File: src/rtl/interrupt_controller.sv
// Interrupt priority encoder and IACK-cycle responder for the 68030 glue logic.
// All outputs are positive logic; the enclosing level inverts them onto the pins.
`timescale 1ns/1ps
module interrupt_controller #(
  parameter int         SYNC_STAGES = 2,
  parameter logic [6:0] VECTORED    = 7'b0100000
) (
  input  logic       clock,
  input  logic       n_reset,
  input  logic [6:0] irq,
  input  logic       as,
  input  logic [2:0] fc,
  input  logic [3:0] addr_middle,
  input  logic [2:0] addr_lower,
  input  logic       reg_cs,
  input  logic       reg_sel,
  input  logic       write,
  input  logic [7:0] data_in,
  output logic [7:0] data_out,
  output logic [2:0] ipl,
  output logic [6:0] iack,
  output logic       avec,
  output logic       spurious
);

  typedef enum logic [1:0] {
    S_IDLE = 2'd0,
    S_ACK  = 2'd1,
    S_RESP = 2'd2
  } state_t;

  // Bit 0 is a dummy "level 0" so the acknowledged level can index directly.
  localparam logic [7:0] VEC_EXT = {VECTORED, 1'b0};

  function automatic logic [2:0] f_highest(input logic [6:0] v);
    logic [2:0] lvl;
    lvl = 3'd0;
    for (int i = 0; i < 7; i++) begin
      if (v[i]) lvl = 3'(i + 1);
    end
    return lvl;
  endfunction

  logic [6:0] r_irq_sync [SYNC_STAGES];
  logic [5:0] r_mask;
  state_t     r_state;
  logic [2:0] r_ipl;
  logic [6:0] r_iack;
  logic       r_avec;
  logic       r_spurious;

  logic [6:0] w_irq_s;
  logic [6:0] w_pending;
  logic [7:0] w_pending_ext;
  logic [7:0] w_onehot;
  logic [6:0] w_iack_sel;
  logic       w_iack_cycle;
  logic       w_lvl_pending;
  logic       w_lvl_vectored;
  logic       w_mask_we;
  logic       w_unused_data;

  state_t     w_state_nx;
  logic [2:0] w_ipl_nx;
  logic [6:0] w_iack_nx;
  logic       w_avec_nx;
  logic       w_spur_nx;

  // ---- synchroniser stage
  always_ff @(posedge clock or negedge n_reset) begin
    if (!n_reset) begin
      for (int i = 0; i < SYNC_STAGES; i++) r_irq_sync[i] <= '0;
    end else begin
      r_irq_sync[0] <= irq;
      for (int i = 1; i < SYNC_STAGES; i++) r_irq_sync[i] <= r_irq_sync[i-1];
    end
  end

  assign w_irq_s = r_irq_sync[SYNC_STAGES-1];

  // ---- mask register and combinational pending view
  assign w_mask_we     = reg_cs & write & ~reg_sel;
  assign w_unused_data = data_in[7] ^ data_in[0];

  always_ff @(posedge clock or negedge n_reset) begin
    if (!n_reset) begin
      r_mask <= '0;
    end else if (w_mask_we) begin
      r_mask <= data_in[6:1];
    end
  end

  // Level 7 (NMI) bypasses the mask.
  assign w_pending     = w_irq_s & {1'b1, r_mask};
  assign w_pending_ext = {w_pending, 1'b0};

  always_comb begin
    data_out = 8'h00;
    if (reg_cs) begin
      data_out = reg_sel ? {w_pending, 1'b0} : {1'b0, r_mask, 1'b0};
    end
  end

  // ---- IACK decode
  assign w_iack_cycle   = as & (fc == 3'b111) & (addr_middle == 4'hF);
  assign w_lvl_pending  = w_pending_ext[addr_lower];
  assign w_lvl_vectored = VEC_EXT[addr_lower];
  assign w_onehot       = 8'b0000_0001 << addr_lower;
  assign w_iack_sel     = w_onehot[7:1];

  // ---- response state machine
  always_ff @(posedge clock or negedge n_reset) begin
    if (!n_reset) r_state <= S_IDLE;
    else          r_state <= w_state_nx;
  end

  always_comb begin
    w_state_nx = r_state;
    w_ipl_nx   = r_ipl;
    w_iack_nx  = r_iack;
    w_avec_nx  = r_avec;
    w_spur_nx  = r_spurious;
    case (r_state)
      S_IDLE: begin
        w_ipl_nx  = f_highest(w_pending);
        w_iack_nx = '0;
        w_avec_nx = 1'b0;
        w_spur_nx = 1'b0;
        if (w_iack_cycle) w_state_nx = S_ACK;
      end
      S_ACK: begin
        w_state_nx = S_RESP;
        if (!w_lvl_pending)     w_spur_nx = 1'b1;
        else if (w_lvl_vectored) w_iack_nx = w_iack_sel;
        else                     w_avec_nx = 1'b1;
      end
      S_RESP: begin
        // Strobe persists until the CPU ends the bus cycle; ipl stays frozen.
        if (!as) begin
          w_state_nx = S_IDLE;
          w_iack_nx  = '0;
          w_avec_nx  = 1'b0;
          w_spur_nx  = 1'b0;
        end
      end
      default: begin
        w_state_nx = S_IDLE;
        w_iack_nx  = '0;
        w_avec_nx  = 1'b0;
        w_spur_nx  = 1'b0;
      end
    endcase
  end

  always_ff @(posedge clock or negedge n_reset) begin
    if (!n_reset) begin
      r_ipl      <= 3'd0;
      r_iack     <= '0;
      r_avec     <= 1'b0;
      r_spurious <= 1'b0;
    end else begin
      r_ipl      <= w_ipl_nx;
      r_iack     <= w_iack_nx;
      r_avec     <= w_avec_nx;
      r_spurious <= w_spur_nx;
    end
  end

  assign ipl      = r_ipl;
  assign iack     = r_iack;
  assign avec     = r_avec;
  assign spurious = r_spurious;

endmodule

File: config.mk
export PLATFORM = sky130hd
export DESIGN_NAME = interrupt_controller
export DESIGN_NICKNAME = d
export VERILOG_FILES = /design/src/rtl/interrupt_controller.sv
export SDC_FILE = /design/constraint.sdc
export NUM_CORES = 1
export LEC_CHECK = 0
export ABC_CLOCK_PERIOD_IN_PS = 1970
export BUFFER_PORTS_ARGS = -buffer_cell sky130_fd_sc_hd__clkbuf_2
export CELL_PAD_IN_SITES_DETAIL_PLACEMENT = 2
export CELL_PAD_IN_SITES_GLOBAL_PLACEMENT = 2
export CORE_ASPECT_RATIO = 1.2
export CORE_UTILIZATION = 33
export CTS_BUF_LIST = sky130_fd_sc_hd__clkbuf_2 sky130_fd_sc_hd__clkbuf_4 sky130_fd_sc_hd__clkbuf_8
export DETAILED_ROUTE_END_ITERATION = 10
export GPL_TIMING_DRIVEN = 1
export PLACE_DENSITY_LB_ADDON = 0.3
export SYNTH_ARGS = -nofsm -noshare
export SYNTH_HDL_FRONTEND = slang
export SYNTH_SLANG_ARGS = --single-unit
File: constraint.sdc
create_clock -name clock -period 1.97 [get_ports clock]
set_input_delay 0 -clock clock [delete_from_list [all_inputs] [get_ports clock]]
set_output_delay 0 -clock clock [all_outputs]
set_load 0.02 [all_outputs]
==> results of run 1 <==
-- metal layers --
| metal | GRT usage | vias to the layer above |
|---|---|---|
| met1 | 0.222 | 579 |
| met5 | 0 | - |
| li1 | - | 535 |
| met4 | 0.0775 | 0 |
| met3 | 0.0357 | 9 |
| met2 | 0.338 | 33 |
-- worst max path at each step --
| stage | slack (ns) | start | cells past startpoint | end |
|---|---|---|---|---|
| 2_1_floorplan | 0.78 | r_state[0]$_DFFE_PN0P_ | 4 | avec$_DFFE_PN0P_ |
| 3_3_place_gp | 0.70 | r_state[0]$_DFFE_PN0P_ | 4 | avec$_DFFE_PN0P_ |
| 3_5_place_dp | 0.65 | r_state[0]$_DFFE_PN0P_ | 4 | avec$_DFFE_PN0P_ |
| 4_1_cts | 0.20 | fc[1] | 6 | r_state[0]$_DFFE_PN0P_ |
| 5_1_grt | 0.005 | fc[1] | 6 | r_state[0]$_DFFE_PN0P_ |
| 6_report | 0.14 | fc[1] | 6 | r_state[0]$_DFFE_PN0P_ |
-- per-stage QoR --
stage	hold slack (ns)	worst slack [ns]	area, um2	util	cells
2_1_floorplan	-0.296	0.780	1350	-	116
3_3_place_gp	0.108	0.699	1640	0.419	215
3_5_place_dp	0.111	0.654	1640	0.419	215
4_1_cts	0.161	0.196	1890	0.484	238
5_1_grt	0.209	0.00453	1890	0.484	238
6_report	0.165	0.144	1890	0.484	238
-- where the power goes --
part	switching (mW)	internal (mW)	leakage [nW]
Clock	0.219	0.269	0.0431
Sequential	0.0415	0.746	0.419
Combinational	0.122	0.105	0.485
Total	0.383	1.12	0.948
-- critical path, delay by kind of cell --
family / cells / cell delay (ns)
and+or+nand+nor: 2 / 0.26
buffers and inverters: 4 / 1.79
-- kinds of logic after synthesis --
group	after synthesis	share of synthesized area
AOI/OAI and AO/OA	20	0.110
buffers and inverters	9	0.0288
DFF	34	0.631
muxes	6	0.0501
other	1	0.00278
and+or+nand+nor	46	0.177
-- state kept, by name, summed over array words and instances, names as in the netlist --
| signal | cells |
|---|---|
| avec | 1 |
| r_irq_sync | 7 |
| iack | 7 |
| r_mask | 6 |
| ipl | 3 |
| w_irq_s | 7 |
| spurious | 1 |
| r_state | 2 |
-- what timing repair did --
action | CTS | global route
setup endpoints to repair | 0 | 0
setup buffers | 0 | 0
endpoints found under the hold margin | 48 | 0
hold buffers | 17 | 0
-- layout by cell type (no fill, tap or decap) --
| cell type | synthesis | layout |
|---|---|---|
| nand4b_1 | 3 | 3 |
| dfrtp_1 | 34 | 34 |
| a32o_1 | 1 | 1 |
| a221o_1 | 1 | 1 |
| a211o_1 | 1 | 1 |
| clkbuf_8 | 0 | 6 |
| and2_1 | 1 | 1 |
| or2b_1 | 1 | 1 |
| clkbuf_2 | 0 | 47 |
| conb_1 | 1 | 1 |
| o21ai_2 | 1 | 1 |
| nor3_1 | 3 | 3 |
| nand2_1 | 14 | 14 |
| nand4_1 | 3 | 3 |
| inv_1 | 7 | 7 |
| dlygate4sd3_1 | 0 | 17 |
| o21ba_2 | 2 | 2 |
| a21o_1 | 1 | 1 |
| a21oi_2 | 1 | 1 |
| nor2_1 | 8 | 8 |
| a21oi_1 | 7 | 7 |
| and3_1 | 1 | 1 |
| nand3b_1 | 1 | 1 |
| a21bo_2 | 1 | 1 |
| a31oi_1 | 3 | 3 |
| nand3_1 | 2 | 2 |
| mux2_2 | 6 | 6 |
| o211a_1 | 1 | 1 |
| and3b_1 | 1 | 1 |
| nor4_1 | 1 | 1 |
| nor2b_1 | 7 | 7 |
-- final cells by class --
class	instances	area share
Sequential cell	34	0.450
Timing Repair Buffer	64	0.214
Tap cell	54	0.0357
Inverter	7	0.0139
Multi-Input combinational cell	73	0.242
Clock buffer	6	0.0437
==> flow_metrics.tcl, run 1 <==
set metrics [dict create \
    status "completed" \
    hold_class "in -> reg" \
    first_pass_iters 3 \
    finalPower_mw 1.50 \
    cts-buffers-inserted 5 \
    ys_ff_latch 34 \
    grt_pass1_wl_mm 6.04 \
    initial_utilization 0.345 \
    slew_violations 0 \
    drcViolationCount 0 \
    ys_seq_area_frac 0.631 \
    grt_util_all_layers 0.191 \
    synth.distinct_cells 30 \
    io_pins 51 \
    nFillCells 411 \
    slowest_stage "dlygate4sd3_1" \
    antenna_found_initial 0 \
    wl_met3_um 134 \
    clkTransAtPathRegs_ns 0.06 \
    slowest_delay_ns 0.59 \
    synth.most_common_cell "dfrtp_1" \
    vias_per_cell 4.86 \
    ys_top_cells_by_area "dfrtp_1 (63%), mux2_2 (5.0%), nand2_1 (3.9%)" \
    grt_overflow 0 \
    die_area_mm2 0.00434 \
    synth_flop_cell "dfrtp_1" \
    ir_worst_vdd_v 0.000483 \
    grt_setup_unrepaired "false" \
    cts_tree "done" \
    cts_resized 0 \
    drt_wl_total_mm 3.72 \
    cts.sinks 34 \
    num-nets-final 216 \
    fin_crit_ns 1.83 \
    synthTopCellsByCount "dfrtp_1 (34), nand2_1 (14), nor2_1 (8)" \
    dieHeight_um 72 \
    async_flop_share 1.00 \
    worstMarginPinSlew_ns 0.837 \
    worstSetupStartpointType "primary input" \
    highest_layer "met4" \
    synth_edf_count 0 \
    hold_path_depth 5 \
    met2_length_mm 2.08 \
    cts-root-buf "clkbuf_8" \
    hold_viol 0 \
    synthToLayoutAreaGrowth_pct 40.3 \
    post_drt_wl_per_cell_um 15.6 \
    globalplace.congestion 0.721 \
    die_width_um 60.3 \
    worstPathMaxFanout 1 \
    io_buffers 47 \
    min_to "iack[5]$_DFFE_PN0P_" \
    coreArea_mm2 0.00391 \
    min_from "as" \
    initialDrtViolationCount 56 \
    slew_headroom 0.442 \
    synth_top_area_share 0.631 \
    powerDensity_mw_per_mm2 795 \
    end_kind "register" \
    multiInputGateArea_um2 458 \
    synth_area_mm2 0.00135 \
    grt_max_degree 35 \
    arrival_ns 2.04 \
    skew_ns 0.00461 \
    route.vias.total 1156 \
    path_cells "dlygate4sd3_1 -> clkbuf_2 -> nand4_1 -> dlygate4sd3_1 -> nor4_1 -> dlygate4sd3_1" \
    setup_tns_ns 0 \
    worstPathRequired_ns 2.18 \
    seq_area_um2 851 \
    n_antenna_cell 0 \
    ant_nets 0 \
    num_rows 25 \
    worstRegToRegCells 2 \
    syn_nets 147 \
    dp_hpwl_mm 2.57 \
    max-clock-path-buffers 2 \
    p_leak_nw 0.948 \
    drive_gt1_frac 0.348 \
    cts_max_level 2 \
    crit-reg2reg-launch "r_state[0]$_DFFE_PN0P_" \
    ys_warn_count 0 \
    post-route-period-util 0.927 \
    reg2reg_to "r_state[0]$_DFFE_PN0P_" \
    insertion_delay_ns 0.27 \
    max_freq_mhz 548 \
    met1_length_mm 1.45 \
    synth_area_per_cell_um2 11.6 \
    cpMostUsedCell "dlygate4sd3_1" \
    maxCapViolations 0 \
    synth_top_area_cell "dfrtp_1" \
    setup_viol 0 \
    grt_pass1_vias 1301 \
    crit_type "in -> reg" \
    synthCells 116 \
    r2r_setup_slack_ns 0.56 \
]
Power figures use the tool's default switching activity.
==> run 2: changes to the inputs <==
CORE_ASPECT_RATIO = 1.75   (was 1.2)
==> run 2 against run 1 <==
Core utilization rose by 0.56 points. Register-to-register slack improved by 0.03 ns. Combinational power barely moved. Design area is 0.99% higher. Sequential share of layout area shrank 0.44 points. Non-clock buffer count unchanged. Clock-buffer cell count fell by 1. Power is 9.6% higher. Sequential power is essentially flat. Via count shrank 0.95%. Largest power group unchanged.
==> flow_metrics.tcl, run 2 (synthesis gave the netlist of run 1 again) <==
set metrics [dict create \
    crit-reg2reg-launch "r_state[0]$_DFFE_PN0P_" \
    skew_ns 0.00427 \
    insertion_delay_ns 0.29 \
    initialDrtViolationCount 6 \
    route.vias.total 1145 \
    crit_path_end "r_state[0]$_DFFE_PN0P_" \
    final_common_cell "clkbuf_2" \
    arrival_ns 2.06 \
    cts_max_level 2 \
    die_width_um 50.3 \
    slew_headroom 0.432 \
    powerDensity_mw_per_mm2 862 \
    drcViolationCount 0 \
    hold_viol 0 \
    p_seq_frac 0.479 \
    max-clock-path-buffers 2 \
    pre_cts_ws_ns 0.595 \
    grt_pass1_vias 1348 \
    die_area_mm2 0.00435 \
    status "completed" \
    r2r_setup_slack_ns 0.59 \
    worstPathRequired_ns 2.20 \
    coreArea_mm2 0.00390 \
    post_drt_wl_per_cell_um 17.6 \
    dp_hpwl_mm 2.78 \
    cts-buffers-inserted 5 \
    clkTransAtPathRegs_ns 0.07 \
    max_freq_mhz 547 \
    worstRegToRegCells 2 \
    initial_utilization 0.345 \
    worstPathMaxFanout 1 \
    cts_resized 0 \
    p_clk_frac 0.382 \
    num_rows 30 \
    netSwitchingFraction 0.258 \
    setup_tns_ns 0 \
    grt_util_all_layers 0.215 \
    cts_tree "done" \
    dp.cells 209 \
    p_leak_nw 0.963 \
    maxCapViolations 0 \
    worstSetupStartpointType "primary input" \
    reg2reg_to "r_state[0]$_DFFE_PN0P_" \
    grt_max_degree 35 \
    first_pass_iters 3 \
    globalplace.congestion 0.795 \
    postCtsSetupRepairBufs 0 \
    vias_per_cell 4.89 \
    post-route-period-util 0.928 \
    grt_pass1_wl_mm 6.73 \
    final_cell_mix "clkbuf_2 (47), dfrtp_1 (34), dlygate4sd3_1 (17)" \
    slew_violations 0 \
    slowest_delay_ns 0.58 \
    grt_overflow 0 \
    slowest_stage "dlygate4sd3_1" \
    io_buffers 47 \
    p_int_mw 1.22 \
    synthToLayoutAreaGrowth_pct 41.7 \
    power.switching_mw 0.424 \
    crit_type "in -> reg" \
    io_pins 51 \
    crit_start "fc[1]" \
    fin_crit_ns 1.83 \
    ant_nets 0 \
    setup_viol 0 \
    worstMarginPinSlew_ns 0.853 \
    n_antenna_cell 0 \
    fin_ws_ns 0.142 \
    combPwrFrac 0.140 \
    final_cells 234 \
    hold_class "in -> reg" \
    ir_worst_vdd_v 0.000632 \
    cts-root-buf "clkbuf_8" \
    num-nets-final 216 \
    grt_setup_unrepaired "false" \
    path_cells "dlygate4sd3_1 -> clkbuf_2 -> nand4_1 -> dlygate4sd3_1 -> nor4_1 -> dlygate4sd3_1" \
    end_kind "register" \
    drive_gt1_frac 0.355 \
    drt_wl_total_mm 4.12 \
    antenna_found_initial 0 \
    dieHeight_um 86.5 \
    cts.sinks 34 \
    cpMostUsedCell "dlygate4sd3_1" \
]
-- run 2: cell types whose count changed in the layout (fill, tap and decap cells not counted), sizes merged --
cell | before | now
clkinv | 0 | 2
bufinv | 0 | 1
clkbuf | 53 | 52
-- run 2: worst min-delay path by stage --
stage / from / endpoint / slack (ns) / cells after the start
4_1_cts: as / iack[5]$_DFFE_PN0P_ / 0.18 / 5
3_5_place_dp: irq[1] / r_irq_sync[8]$_DFF_PN0_ / 0.11 / 1
6_report: addr_lower[2] / iack[5]$_DFFE_PN0P_ / 0.18 / 4
2_1_floorplan: n_reset / avec$_DFFE_PN0P_ / -0.30 / 0
3_3_place_gp: irq[2] / r_irq_sync[9]$_DFF_PN0_ / 0.11 / 1
5_1_grt: addr_lower[2] / spurious$_DFFE_PN0P_ / 0.21 / 4
-- run 2: per-stage QoR --
| stage | util | instance area (um2) | hold WS (ns) | total power, mW |
|---|---|---|---|---|
| 6_report | 0.489 | 1910 | 0.185 | 1.65 |
| 5_1_grt | 0.489 | 1910 | 0.214 | 1.71 |
| 4_1_cts | 0.489 | 1910 | 0.180 | 1.66 |
| 3_5_place_dp | 0.418 | 1630 | 0.110 | 1.00 |
| 3_3_place_gp | 0.418 | 1630 | 0.109 | 0.986 |
| 2_1_floorplan | - | 1350 | -0.296 | 0.901 |
-- run 2: final cells by class --
type | count | area, um2
Inverter | 7 | 26.3
Multi-Input combinational cell | 73 | 458
Tap cell | 48 | 60.1
Timing Repair Buffer | 64 | 405
Clock inverter | 3 | 40.0
Clock buffer | 5 | 68.8
Sequential cell | 34 | 851
Fill cell | 436 | 1990
-- run 2: worst max-delay path: cells and delay by family --
kind	cells	cell delay (ns)
buf+inv	4	1.80
simple gates	2	0.25
-- run 2: what timing repair did --
| action | in CTS | in global routing |
|---|---|---|
| endpoints found under the setup margin | 0 | 0 |
| endpoints found under the hold margin | 48 | 0 |
| hold buffers | 17 | 0 |
-- run 2: power by group through the flow --
stage               registers (mW)  logic, mW  clock network, mW
detailed placement           0.801      0.203                  0
global placement             0.795      0.192                  0
floorplan                    0.797      0.105                  0
global route                 0.796      0.252              0.662
CTS                          0.788      0.230              0.640
finish                       0.788      0.230              0.628
-- run 2: metal layers --
metal / vias up / routed length [um] / GRT usage
met1: 563 / 1470 / 0.221
met5: - / 0 / 0
met2: 38 / 2360 / 0.400
met4: 0 / 97 / 0.0960
li1: 535 / - / -
met3: 9 / 188 / 0.0491
==> run 3: changes to the inputs <==
RECOVER_POWER = 100   (was not set)
==> run 3 against run 2 <==
Routed wire length up 0.53%. Combinational power fell by 3%. Via count is essentially flat. Sequential power is essentially flat. Worst setup slack about the same. First-iteration DRC count stayed put. Clock skew increased by 0.00059 ns. Critical path type unchanged. Critical endpoint unchanged.
==> flow_metrics.tcl, run 3 (synthesis gave the netlist of run 1 again) <==
set metrics [dict create \
    status "completed" \
    power.switching_mw 0.425 \
    slew_violations 0 \
    worstMarginPinSlew_ns 0.850 \
    n_antenna_cell 0 \
    dp_hpwl_mm 2.78 \
    setup_tns_ns 0 \
    vias_per_cell 4.90 \
    arrival_ns 2.06 \
    seq_area_um2 851 \
    cts_resized 0 \
    synthToLayoutAreaGrowth_pct 39.6 \
    globalplace.congestion 0.795 \
    netSwitchingFraction 0.259 \
    cts-buffers-inserted 5 \
    skew_ns 0.00486 \
    io_pins 51 \
    ant_nets 0 \
    drt_wl_total_mm 4.14 \
    final_common_cell "dfrtp_1" \
    path_cells "dlygate4sd3_1 -> clkbuf_2 -> nand4_1 -> dlygate4sd3_1 -> nor4_1 -> dlygate4sd3_1" \
    grt_pass1_wl_mm 6.73 \
    cts_max_level 2 \
    grt_overflow 0 \
    p_int_mw 1.22 \
    final_cell_mix "dfrtp_1 (34), clkbuf_2 (28), clkbuf_1 (19)" \
    drcViolationCount 0 \
    clkTransAtPathRegs_ns 0.07 \
    die_width_um 50.3 \
    grt_max_degree 35 \
    route.vias.total 1146 \
    num_rows 30 \
    slowest_delay_ns 0.58 \
    initialDrtViolationCount 6 \
    fin_crit_ns 1.83 \
    grt_pass1_vias 1348 \
    p_leak_nw 0.898 \
    grt_util_all_layers 0.215 \
    post-route-period-util 0.928 \
    worstSetupStartpointType "primary input" \
    coreArea_mm2 0.00390 \
    nFillCells 447 \
    drive_gt1_frac 0.247 \
    die_area_mm2 0.00435 \
    hold_viol 0 \
    cpMostUsedCell "dlygate4sd3_1" \
    fin_ws_ns 0.142 \
    max_freq_mhz 547 \
    p_clk_frac 0.383 \
    num-nets-final 216 \
    powerDensity_mw_per_mm2 872 \
    whs_ns 0.163 \
    initial_utilization 0.345 \
    slowest_stage "dlygate4sd3_1" \
    finalPower_mw 1.64 \
    cts.sinks 34 \
    dieHeight_um 86.5 \
    maxCapViolations 0 \
    critPathBufInv 4 \
    io_buffers 47 \
    cts-root-buf "clkbuf_8" \
    worstPathRequired_ns 2.20 \
    p_seq_frac 0.480 \
    crit_family "buffers and inverters" \
    post_drt_wl_per_cell_um 17.7 \
    crit_type "in -> reg" \
    worstPathMaxFanout 1 \
    slew_headroom 0.433 \
    cts_tree "done" \
    pre_cts_ws_ns 0.595 \
    insertion_delay_ns 0.29 \
    combPwrFrac 0.136 \
    first_pass_iters 3 \
    end_kind "register" \
    grt_setup_unrepaired "false" \
    setup_viol 0 \
    multiInputGateArea_um2 454 \
    ir_worst_vdd_v 0.000630 \
    max-clock-path-buffers 2 \
    hold_class "in -> reg" \
    antenna_found_initial 0 \
]
[run 3: stage by stage]
| step | instances | cell area [um2] | utilization |
|---|---|---|---|
| 2_1_floorplan | 116 | 1350 | - |
| 3_3_place_gp | 209 | 1630 | 0.418 |
| 3_5_place_dp | 209 | 1630 | 0.418 |
| 4_1_cts | 234 | 1910 | 0.489 |
| 5_1_grt | 234 | 1880 | 0.482 |
| 6_report | 234 | 1880 | 0.482 |
[run 3: timing repair]
item	4_1_cts	5_1_grt
buffers inserted	0	0
hold endpoints to repair	48	0
hold buffers	17	0
[run 3: area by class of cell]
type                       count  share of cell area
tap                           48              0.0319
inverter                       7              0.0140
timing repair buffer          64               0.203
sequential                    34               0.452
clock buffer                   5              0.0366
clock inverter                 3              0.0213
multi-input combinational     73               0.241
[run 3: tightest hold or removal path, cell delays in order]
cell and delay, ns:
clkbuf_2 0.11, nand4b_1 0.13, o21ba_2 0.15, nor2_1 0.03
[run 3: worst paths after layout]
path | from | endpoint | slack, ns | cells past startpoint
max in group asynchronous | n_reset | r_irq_sync[11]$_DFF_PN0_ | 1.09 | 2
max | fc[1] | r_state[0]$_DFFE_PN0P_ | 0.14 | 6
min in group asynchronous | n_reset | r_mask[4]$_DFFE_PN0P_ | 0.35 | 2
min reg2reg | r_irq_sync[12]$_DFF_PN0_ | w_irq_s[5]$_DFF_PN0_ | 0.35 | 0
min | addr_lower[2] | iack[5]$_DFFE_PN0P_ | 0.16 | 4
max reg2reg | r_mask[5]$_DFFE_PN0P_ | iack[6]$_DFFE_PN0P_ | 0.42 | 4
[run 3: power by group through the flow]
stage	clock network, mW	logic (mW)	registers (mW)
after global routing	0.662	0.246	0.796
after floorplan	0	0.105	0.797
final	0.629	0.224	0.788
after global placement	0	0.192	0.795
after CTS	0.640	0.230	0.788
after detailed placement	0	0.203	0.801
[run 3: layer usage]
metal / up-vias / GRT usage / part of all wire
met4: 0 / 0.0960 / 0.023
met1: 564 / 0.221 / 0.36
li1: 535 / - / -
met5: - / 0 / 0
met2: 38 / 0.400 / 0.57
met3: 9 / 0.0491 / 0.048
